File: config.mk
export PLATFORM = sky130hd
export DESIGN_NAME = seven_seg_scan_driver
export DESIGN_NICKNAME = d
export VERILOG_FILES = /design/src/rtl/seven_seg_pkg.sv /design/src/rtl/seven_seg_decoder.sv /design/src/rtl/seven_seg_scan_driver.sv
export SDC_FILE = /design/constraint.sdc
export NUM_CORES = 1
export LEC_CHECK = 0
export ABC_AREA = 1
export CAP_MARGIN = 15
export CORE_MARGIN = 5
export CORE_UTILIZATION = 45
export DETAILED_ROUTE_END_ITERATION = 8
export PLACE_DENSITY_LB_ADDON = 0.1
export SYNTH_ARGS = -nofsm -noshare
export SYNTH_HDL_FRONTEND = slang
export SYNTH_HIERARCHICAL = 1
export SYNTH_SLANG_ARGS = --single-unit
export TNS_END_PERCENT = 1
File: constraint.sdc
create_clock -name clk -period 2.9 [get_ports clk]
set_input_delay 0.29 -clock clk [delete_from_list [all_inputs] [get_ports clk]]
set_output_delay 0.29 -clock clk [all_outputs]
set_load 0.05 [all_outputs]
File: src/rtl/seven_seg_pkg.sv
// seven_seg_pkg: shared constants, FSM encoding and hex-to-segment table for the scan driver
package seven_seg_pkg;
  localparam int NUM_DIGITS = 3;
  localparam logic [6:0] SEG_BLANK = 7'h7F;
  localparam logic [2:0] AN_OFF = 3'b111;
  typedef enum logic [1:0] {S_OFF, S_BLANK, S_DRIVE} state_t;
  // Active-low {g,f,e,d,c,b,a}, indexed by hex value 0..F
  localparam logic [6:0] HEX_SEG [16] = '{
    7'h40, 7'h79, 7'h24, 7'h30, 7'h19, 7'h12, 7'h02, 7'h78,
    7'h00, 7'h10, 7'h08, 7'h03, 7'h46, 7'h21, 7'h06, 7'h0E
  };
endpackage

File: src/rtl/seven_seg_decoder.sv
// seven_seg_decoder: combinational 4-bit hex to active-low seven-segment pattern
module seven_seg_decoder
  import seven_seg_pkg::*;
(
  input  logic [3:0] hex,
  output logic [6:0] seg
);
  assign seg = HEX_SEG[hex];
endmodule

File: src/rtl/seven_seg_scan_driver.sv
// seven_seg_scan_driver: 3-digit common-anode scan driver with blanking and per-frame snapshot
// Optional LEADING_ZERO_BLANK_EN blanks leading zero digits 2 and 1.
module seven_seg_scan_driver
  import seven_seg_pkg::*;
#(
  parameter int BLANK_CYCLES = 0
) (
  input  logic                  clk,
  input  logic                  rst_n,
  input  logic [1:0]            scan_sel,
  input  logic                  enable,
  input  logic [11:0]           digits,
  input  logic [NUM_DIGITS-1:0] dp_in,
  output logic [2:0]            an,
  output logic [6:0]            seg,
  output logic                  seg_dp
);
  state_t state, nxt;
  logic [7:0] cnt;
  logic [1:0] sel_q;
  logic [11:0] snap_dig;
  logic [NUM_DIGITS-1:0] snap_dp;
  logic change, drive, blank_lz, dp_bit;
  logic [3:0] hex;
  logic [6:0] dec_seg;
  assign change = scan_sel != sel_q;
  assign nxt = !enable ? S_OFF :
               (state == S_OFF || change) ? S_BLANK :
               (state == S_BLANK && cnt == 8'd0) ? S_DRIVE : state;
  // Entering DRIVE implies no change, so sel_q already equals the incoming index
  assign drive = nxt == S_DRIVE && sel_q != 2'd3;
  assign hex = sel_q == 2'd2 ? snap_dig[11:8] : sel_q == 2'd1 ? snap_dig[7:4] : snap_dig[3:0];
  assign dp_bit = sel_q == 2'd2 ? snap_dp[2] : sel_q == 2'd1 ? snap_dp[1] : snap_dp[0];
`ifdef LEADING_ZERO_BLANK_EN
  assign blank_lz = (sel_q == 2'd2 && snap_dig[11:8] == 4'd0) ||
                    (sel_q == 2'd1 && snap_dig[11:4] == 8'd0);
`else
  assign blank_lz = 1'b0;
`endif
  seven_seg_decoder u_dec (.hex(hex), .seg(dec_seg));
  always_ff @(posedge clk or negedge rst_n) begin
    if (!rst_n) begin
      state <= S_BLANK;
      cnt <= 8'd0;
      sel_q <= 2'd0;
      snap_dig <= 12'd0;
      snap_dp <= '0;
      an <= AN_OFF;
      seg <= SEG_BLANK;
      seg_dp <= 1'b1;
    end else begin
      sel_q <= scan_sel;
      state <= nxt;
      if (nxt == S_BLANK)
        cnt <= (state != S_BLANK || change) ? 8'(BLANK_CYCLES) : cnt - 8'd1;
      if ((state == S_OFF && enable) || (change && scan_sel == 2'd0)) begin
        snap_dig <= digits;
        snap_dp <= dp_in;
      end
      an <= drive ? ~(3'b001 << sel_q) : AN_OFF;
      seg <= (drive && !blank_lz) ? dec_seg : SEG_BLANK;
      seg_dp <= drive ? ~dp_bit : 1'b1;
    end
  end
endmodule

==> summary.md, run 1 <==
| Metric | Value |
|---|---|
| DR iter-0 viols | 76 |
| Antenna cells | 0 |
| TritonRoute pass-1 iters | 4 |
| Die H | 78.8 um |
| Core area | 4660 um^2 |
| Hold-fix buffers, CTS | 0 |
| Power Internal | approximately 0.87 mW |
| Crit-path cells | inv_1 > nand2_1 > inv_1 > a21oi_1 > o21ai_0 > o21ai_0 > inv_1 > ha_1 > nand2_1 > nand3_1 > nand2_1 > inv_1 > nand4_1 |
| Peak VDD IR | approximately 0.27 mV |
| Static Leak | 1.27 nW |
| Site row count | 25 |
| Worst EP required | 3100 ps |
| FMAX | around 430 MHz |
| WHS | roughly 130 ps |
| DRC | 0 |
| Pwr Total | 1.31 mW |
| Routed vias/inst | 4.87 |
| Die X | 78.8 um |
| Die area | 6210 um^2 |
| Yosys top cell by area | dfrtp_1 |
| Final wirelength | 4240 um |
| FILL cells | between 400 and 500 |
| Crit-path slowest cell | dfrtp_1 |
| Layout area overhead | 18.8% |
| Final nets | 332 |
| Setup tns final | 0 ps |
| Slew margin rel. | 0.343 |
| Yosys reg bits | 38 |
| Clk slew on worst S/H paths | 80 ps |
| Max incr delay on CP | approximately 470 ps |
| Placed cells | 350 |
| Worst setup EP type | flip-flop |
| Synth Instances | 274 |
| Remaining global-route overflow | 0 |
| RePlAce Congestion | around 0.84 |
| DP Area | 2450 um^2 |
| Fin crit share | 0.807 |
| Post-synth EDFFs | 0 |
| Port bufs | 30 |
| Clock Tree Buf Depth | 2 |
| Largest net degree at the start of global routing | 39 |
| Post-synthesis sequential area ratio | 0.453 |
| RR Endpoint | seg[3]$_DFF_PN1_ |
| CP delay by family, top | buffers and inverters |
| Root buf cell | clkbuf_8 |
| Total CTS buffers | 5 |
| Worst path most repeated cell | inv_1 |
| CTS-repair resized insts | 0 |
| Setup violators final | 0 |
| Worst slack, placed | roughly 520 ps |
| CTS tree | done |
| Count leader, synth | nand2_1 |
| Path type of the worst min-delay path | input pin to async pin |
| Final hold vios | 0 |
| DR WL/cell | 11.8 um |
| First-pass GRT wire length | 7200 um |
| Status | completed |
| Finished Layout Cells | about 360 |
| Yosys top cell area share | 0.305 |
| Antenna violations before repair | 0 |
| Final setup margin | between 500 and 600 ps |
| RSZ-0062 raised after global routing | false |
| Syn_area_per_cell | 7.78 um^2 |
| Post-Syn Area | 2130 um^2 |
| Synth Flop Type | dfrtp_1 |
| Ys async rst share | 1.00 |
| Starting Density | 0.457 |
| Final Core Density | 0.544 |
| Synth area leaders | dfrtp_1, dfstp_2, nand2_1 |
| Antenna viol nets, final | 0 |
| CP bufs+invs | 4 |
| Worst R2R Path Depth | 13 |
| All-layer global routing usage | 0.145 |
| Max cap viols | 0 |
| YS warnings | 6 |
| Sw frac | 0.332 |
| Final min period | 2340 ps |
| Final Instance Area | 2530 um^2 |
| Crit start category | flip-flop |
| FF-to-FF setup slack | 560 ps |
| Slew Viols, Final | 0 |
| Post-synth top cells | nand2_1, inv_1, dfrtp_1, o21ai_0, nand4_1 |
| Via count | 1747 |
| Clock skew | 9.45 ps |
| Clk sinks | 38 |
| Worst-skew pair later-pin latency | 290 ps |
| Setup bufs post-CTS | 0 |
| Critical path peak fanout | 6 |
| Tightest Pin Transition | 975 ps |
| HPWL Detailed | 3090 um |
| Worst setup path class | flip-flop to flip-flop |
| Vias in the first global route | 1581 |
| # IOs | 31 |
| P per Cell Area | 515 nW/um^2 |
| Unique masters post-synth | 26 |
| Fraction of layout cells with a size suffix above 1 | 0.108 |
| Clock power frac | 0.268 |
| Sequential share of power | 0.462 |
| Syn_nets | 302 |
| Psw | around 0.43 mW |
| Gate power share | 0.270 |
| H-tree levels | 2 |
| RR Startpoint | sel_q[0]$_DFF_PN0_ |
| Worst EP arrival | 2540 ps |
-- worst register-to-register path, delay by kind of cell, from the launching register on --
kind / cells / cell delay (ps)
AO/OA/AOI/OAI: 3 / 490
buffers and inverters: 4 / 490
adder cells (fa/ha/maj): 1 / 380
AND/OR/NAND/NOR: 5 / 430
flip-flops: 1 / 470
-- metal layers --
metal | part of all wire | up-vias | wire, um | GRT usage
li1 | - | 933 | - | -
met1 | 0.50 | 766 | 2140 | 0.196
met2 | 0.43 | 42 | 1820 | 0.226
met3 | 0.053 | 6 | 226 | 0.0295
met4 | 0.013 | 0 | 57 | 0.0619
met5 | 0 | - | 0 | 0
-- registers in the layout, indices dropped and copies added, names as in the netlist --
register and count:
cnt 8, snap_dp 3, snap_dig 12, state 2, seg 7, seg_dp 1, sel_q 2, an 3
-- cell families after synthesis --
family | share of synthesized area
simple gates | 0.293
xor+xnor | 0.0117
buf+inv | 0.104
flops | 0.453
fa+ha+maj | 0.0470
compound gates | 0.0910
-- cell usage in the layout, fill, tap and decap left out, drive strengths merged --
cell type	netlist	final
nand2	81	81
inv	43	43
clkdlybuf4s50	0	29
o21ai	29	29
dfrtp	26	26
nor2	20	20
nand4	19	19
nand3	16	16
dfstp	12	12
ha	8	8
clkbuf	2	7
a21oi	6	6
clkinv	0	2
xnor2	2	2
buf	7	2
nor3	1	1
o31ai	1	1
o21bai	1	1
-- final cells by class --
cell class                      count  area, um^2  area share
Clock buffer                        6        72.6      0.0286
Clock inverter                      2        10.0     0.00395
Inverter                           43         161      0.0637
Multi-Input combinational cell    184         948       0.374
Sequential cell                    38         966       0.381
Tap cell                           54        67.6      0.0267
Timing Repair Buffer               32         308       0.121
-- worst max-delay path by stage --
stage	startpoint	endpoint	slack, ps	cells past startpoint
final	sel_q[0]$_DFF_PN0_	seg[3]$_DFF_PN1_	560	13
after global routing	sel_q[0]$_DFF_PN0_	seg[3]$_DFF_PN1_	300	13
after CTS	sel_q[0]$_DFF_PN0_	seg[3]$_DFF_PN1_	520	13
after detailed placement	sel_q[0]$_DFF_PN0_	seg[3]$_DFF_PN1_	520	13
after global placement	sel_q[0]$_DFF_PN0_	seg[3]$_DFF_PN1_	630	13
after floorplan	sel_q[0]$_DFF_PN0_	seg[3]$_DFF_PN1_	1000	14
-- power groups by stage --
stage          sequential (mW)  clock (mW)  combinational (mW)
2_1_floorplan            0.610           0               0.264
3_3_place_gp             0.612           0               0.350
3_5_place_dp             0.613           0               0.351
4_1_cts                  0.603       0.362               0.353
5_1_grt                  0.609       0.382               0.410
6_report                 0.603       0.350               0.353
No activity file was read; power rests on OpenSTA's default activity.
==> run 2, diff against run 1 <==
clock period = 2 ns   (was 2.9 ns; I/O delays follow)
==> run 2 against run 1 <==
  * Routed wire length is 6.2% higher
  * First-iteration DRC count is 22% lower
  * Count of clock-buffer cells in the layout is 1 higher
  * Critical path type unchanged
  * Flip-flop and latch count stayed put
  * Critical path depth is 1 higher
  * Power is 53% higher
  * Clock power is 55% higher
==> summary.md, run 2 (synthesis gave the netlist of run 1 again) <==
| Metric | Value |
|---|---|
| Die area | 6210 um^2 (unchanged) |
| DR WL/cell | 12.1 um (+2.2%) |
| Largest net degree at the start of global routing | 39 (unchanged) |
| Final min period | 1840 ps (-498 ps) |
| Pwr Total | 2.00 mW (+53%) |
| Worst EP required | 2210 ps (-890 ps) |
| Placed cells | 361 (+3.1%) |
| Slew margin rel. | 0.666 (+0.323) |
| WHS | 466 ps (+338 ps) |
| Final Core Density | 0.575 (+0.0314) |
| Crit start category | flip-flop |
| Worst EP arrival | 2050 ps (-490 ps) |
| Layout area overhead | 25.7% |
| Antenna violations before repair | 0 (unchanged) |
| H-tree levels | 2 (unchanged) |
| Antenna cells | 0 (unchanged) |
| Total CTS buffers | 5 (unchanged) |
| Critical path peak fanout | 6 (unchanged) |
| HPWL Detailed | 3290 um (+6.4%) |
| Die X | 78.8 um (unchanged) |
| Worst-skew pair later-pin latency | 290 ps (about the same) |
| DRC | 0 (unchanged) |
| Biggest regs | snap_dig x12, cnt x8, seg x7 |
| Most flops, register | snap_dig |
| Path type of the worst min-delay path | input pin to flip-flop |
| Finished Layout Cells | 373 (+3.9%) |
| Status | completed |
| Remaining global-route overflow | 0 (unchanged) |
| Starting Density | 0.457 (unchanged) |
| Fraction of layout cells with a size suffix above 1 | 0.166 (+0.0579) |
| Max cap viols | 0 (unchanged) |
| TritonRoute pass-1 iters | 4 (unchanged) |
| First-pass GRT wire length | 7730 um (+7.3%) |
| RePlAce Congestion | 0.868 (+2.8%) |
| Die H | 78.8 um (unchanged) |
| Clk slew on worst S/H paths | 70 ps (about the same) |
| Final nets | 346 (+4.2%) |
| Port bufs | 30 (unchanged) |
| Worst setup path class | flip-flop to flip-flop |
| Vias in the first global route | 1716 (+8.5%) |
| FMAX | 543 MHz (+27%) |
| Core area | 4660 um^2 (unchanged) |
| Peak VDD IR | 0.394 mV (+48%) |
| Via count | 1782 (+2.0%) |
| All-layer global routing usage | 0.156 (+0.0112) |
| Static Leak | 1.34 nW (+5.9%) |
| # IOs | 31 (unchanged) |
| Tightest Pin Transition | 499 ps (-476 ps) |
| Routed vias/inst | 4.78 (-1.8%) |
| P per Cell Area | 746 nW/um^2 (+45%) |
| Clock skew | 5.34 ps (-4.11 ps) |
| Site row count | 25 (unchanged) |
| Final hold vios | 0 (unchanged) |
| Antenna viol nets, final | 0 (unchanged) |
| Fin crit share | 0.921 (+0.114) |
| Worst setup EP type | flip-flop |
| Most frequent cells in the layout | nand2_1, inv_1, clkdlybuf4s50_1, dfrtp_1, o21ai_0 |
| Clock Tree Buf Depth | 2 (unchanged) |
| Root buf cell | clkbuf_8 |
| Leading cell type in the layout, fill and taps excluded | nand2_1 |
| Final wirelength | 4500 um (+6.2%) |
| Setup violators final | 0 (unchanged) |
| Clk sinks | 38 (unchanged) |
| DR iter-0 viols | 59 (-22%) |
| CTS tree | done |
| Slew Viols, Final | 0 (unchanged) |
| Max reg flops | 12 (unchanged) |
## run 2: path summary, 6_finish.rpt
check | to | cells after the start | startpoint | slack (ps)
worst min-delay path | snap_dig[7]$_DFFE_PN0P_ | 3 | digits[7] | 470
worst min register to register | cnt[0]$_DFFE_PN0N_ | 2 | cnt[0]$_DFFE_PN0N_ | 510
worst max-delay path | seg[5]$_DFF_PN1_ | 14 | sel_q[0]$_DFF_PN0_ | 160
worst max register to register | seg[5]$_DFF_PN1_ | 14 | sel_q[0]$_DFF_PN0_ | 160
min in group asynchronous | cnt[6]$_DFFE_PN0N_ | 3 | rst_n | 500
max in group asynchronous | an[2]$_DFF_PN1_ | 3 | rst_n | 1150
## run 2: where the power goes
group          total (mW)  switching (mW)  internal [mW]
clock               0.542           0.264          0.278
sequential          0.875          0.0379          0.837
combinational       0.581           0.345          0.236
## run 2: area by class of cell
cell class | count | area [um^2]
Inverter | 43 | 161
Fill cell | 448 | 1980
Timing Repair Buffer | 46 | 418
Tap cell | 54 | 67.6
Multi-Input combinational cell | 184 | 976
Sequential cell | 38 | 966
Clock inverter | 1 | 5.00
Clock buffer | 7 | 86.3
## run 2: timing repair
item	CTS	global route
setup endpoints to repair	0	7
buffers inserted	0	3
resized for setup	0	11
hold buffers	1	0
endpoints found under the hold margin	26	0
## run 2: metrics by stage
| step | worst slack, ps | area (um^2) | setup TNS [ps] |
|---|---|---|---|
| 2_1_floorplan | 102 | 2130 | 0 |
| 3_3_place_gp | 106 | 2530 | 0 |
| 3_5_place_dp | 75.4 | 2530 | 0 |
| 4_1_cts | 53.3 | 2630 | 0 |
| 5_1_grt | -5.36 | 2680 | -5.36 |
| 6_report | 158 | 2680 | 0 |
## run 2: critical path: stages (launching register included)
cell and delay, ps:
dfrtp_1 420, inv_1 110, nand2_4 70, inv_2 100
a21oi_1 40, o21ai_0 70, o21ai_0 140, buf_4 180
ha_1 190, nand2_1 100, o21ai_1 80, nand2_1 70
nand2_1 50, inv_1 50, nand4_1 80
## run 2: metal layers
layer  GRT usage  vias to the layer above  share of wire
li1            -                      962              -
met1       0.201                      787           0.47
met2       0.258                       28           0.47
met3      0.0385                        5          0.044
met4      0.0498                        0          0.012
met5           0                        -              0
==> run 3, diff against run 2 <==
CORE_MARGIN = 2   (was 5)
==> run 3 against run 2 <==
  * Sequential share of layout area is 0.44 points higher
  * Critical path depth is 13 lower
  * Largest cell class is now sequential cells
  * Worst setup slack better by 42 ps
  * Cell count is 0.54% lower
  * Sequential power hardly changed
  * Clock power is 2% lower
  * Clock skew is 3.3 ps higher
  * Worst hold slack worse by 450 ps
==> summary.md, run 3 (synthesis gave the netlist of run 1 again) <==
| Metric | Value |
|---|---|
| Vias in the first global route | 1575 (-8.2%) |
| Starting Density | 0.461 (+0.00309) |
| Worst R2R Path Depth | 14 (unchanged) |
| CP delay by family, top | buffers and inverters |
| RR Startpoint | sel_q[0]$_DFF_PN0_ |
| Area occupied by multi-input gates | 961 um^2 (-1.5%) |
| Worst EP arrival | 1600 ps (-450 ps) |
| Fraction of layout cells with a size suffix above 1 | 0.158 (-0.00842) |
| Most frequent cells in the layout | nand2_1, inv_1, clkdlybuf4s50_1, dfrtp_1, o21ai_0 |
| # IOs | 31 (unchanged) |
| FF+latch area | 966 um^2 (unchanged) |
| Peak VDD IR | 0.405 mV (+2.7%) |
| Status | completed |
| Worst EP required | 1800 ps (-410 ps) |
| DR iter-0 viols | 120 (+100%) |
| P per Cell Area | 739 nW/um^2 (-0.98%) |
| Core area | 4630 um^2 (-0.67%) |
| Root buf cell | clkbuf_8 |
| CTS tree | done |
| Setup violators final | 0 (unchanged) |
| FILL cells | 447 (-0.22%) |
| Antenna cells | 0 (unchanged) |
| RePlAce Congestion | 0.881 (+1.4%) |
| Crit-path cells | clkdlybuf4s50_1 |
| Layout area overhead | 24.2% |
| Max incr delay on CP | 790 ps (+370 ps) |
| Antenna viol nets, final | 0 (unchanged) |
| Path type of the worst min-delay path | input pin to async pin |
| Remaining global-route overflow | 0 (unchanged) |
| Port bufs | 30 (unchanged) |
| Most flops, register | snap_dig |
| Max cap viols | 0 (unchanged) |
| Static Leak | 1.33 nW (-0.85%) |
| CP bufs+invs | 1 (-3) |
| Worst setup EP type | output pin |
| Crit start category | flip-flop |
| Die H | 72.8 um (-7.6%) |
| Biggest regs | snap_dig x12, cnt x8, seg x7 |
| Slew Viols, Final | 0 (unchanged) |
| First-pass GRT wire length | 7070 um (-8.6%) |
| Die area | 5300 um^2 (-15%) |
| Hold-fix buffers, CTS | 0 (-1) |
| All-layer global routing usage | 0.170 (+0.0142) |
| Crit-path slowest cell | clkdlybuf4s50_1 |
| DR WL/cell | 11.0 um (-8.7%) |
| Clk sinks | 38 (unchanged) |
| Worst-skew pair later-pin latency | 290 ps (about the same) |
| Final min period | 1800 ps (-42.2 ps) |
| Site row count | 25 (unchanged) |
| Die X | 72.8 um (-7.6%) |
| Clk slew on worst S/H paths | 80 ps (about the same) |
| Final hold vios | 0 (unchanged) |
| Worst slack, placed | 93.2 ps (+17.8 ps) |
| Largest net degree at the start of global routing | 39 (unchanged) |
| Leading cell type in the layout, fill and taps excluded | nand2_1 |
| Antenna violations before repair | 0 (unchanged) |
| Clock skew | 8.68 ps (+3.34 ps) |
| Clock Tree Buf Depth | 2 (unchanged) |
| RR Endpoint | seg[0]$_DFF_PN1_ |
| Total CTS buffers | 5 (unchanged) |
| Pwr Total | 1.96 mW (-2.2%) |
| TritonRoute pass-1 iters | 4 (unchanged) |
| Final nets | 344 (-0.58%) |
| DRC | 0 (unchanged) |
| HPWL Detailed | 3020 um (-8.2%) |
| Final setup margin | 201 ps (+42.2 ps) |
| Max reg flops | 12 (unchanged) |
| Routed vias/inst | 4.83 (+1.1%) |
| H-tree levels | 2 (unchanged) |
| FF-to-FF setup slack | 200 ps (+40 ps) |
| Setup tns final | 0 ps (unchanged) |
| Critical path peak fanout | 1 (-5) |
| Tightest Pin Transition | 839 ps (+340 ps) |
| FMAX | 556 MHz (+2.3%) |
| Slew margin rel. | 0.441 (-0.225) |
| Final wirelength | 4090 um (-9.2%) |
| Worst setup path class | flip-flop to output pin |
| Fin crit share | 0.900 (-0.0211) |
| Via count | 1792 (+0.56%) |
-- run 3: final cells by class --
type	count	area share
Tap cell	54	0.0255
Timing Repair Buffer	44	0.151
Clock inverter	1	0.00189
Clock buffer	7	0.0326
Sequential cell	38	0.365
Inverter	43	0.0610
Multi-Input combinational cell	184	0.363
-- run 3: through the flow --
| stage | util | instance area [um^2] | hold slack [ps] | instances |
|---|---|---|---|---|
| after CTS | 0.564 | 2610 | 41.0 | 368 |
| after global routing | 0.572 | 2650 | 86.5 | 371 |
| after floorplan | - | 2130 | -95.6 | 274 |
| after detailed placement | 0.545 | 2520 | 356 | 360 |
| after global placement | 0.545 | 2520 | 359 | 360 |
| final | 0.572 | 2650 | 14.8 | 371 |
-- run 3: worst max-delay path by stage --
stage                     cells after the start                  to                from  slack (ps)
final                                         1              seg[5]    seg[5]$_DFF_PN1_         200
after global placement                       10  cnt[6]$_DFFE_PN0N_         scan_sel[1]         150
after detailed placement                     12    seg[5]$_DFF_PN1_  sel_q[1]$_DFF_PN0_          90
after floorplan                              14    seg[3]$_DFF_PN1_  sel_q[0]$_DFF_PN0_         100
after global routing                         14    seg[0]$_DFF_PN1_  sel_q[0]$_DFF_PN0_          -1
after CTS                                    12    seg[5]$_DFF_PN1_  sel_q[1]$_DFF_PN0_          80
-- run 3: timing repair --
| action | CTS | global route |
|---|---|---|
| setup buffers | 0 | 3 |
| endpoints found under the setup margin | 0 | 7 |
| gates resized for setup | 0 | 9 |
-- run 3: per-layer routing --
metal,GRT usage,part of all wire,vias up
met4,0.0432,0.0088,0
met5,0,0,-
met1,0.247,0.49,783
li1,-,-,959
met3,0.0428,0.054,4
met2,0.256,0.45,46
-- run 3: report_power, final --
group          leakage, nW  total [mW]  switching (mW)  internal, mW
clock               0.0482       0.530           0.253         0.278
combinational        0.825       0.551           0.333         0.218
sequential           0.456       0.874          0.0364         0.838
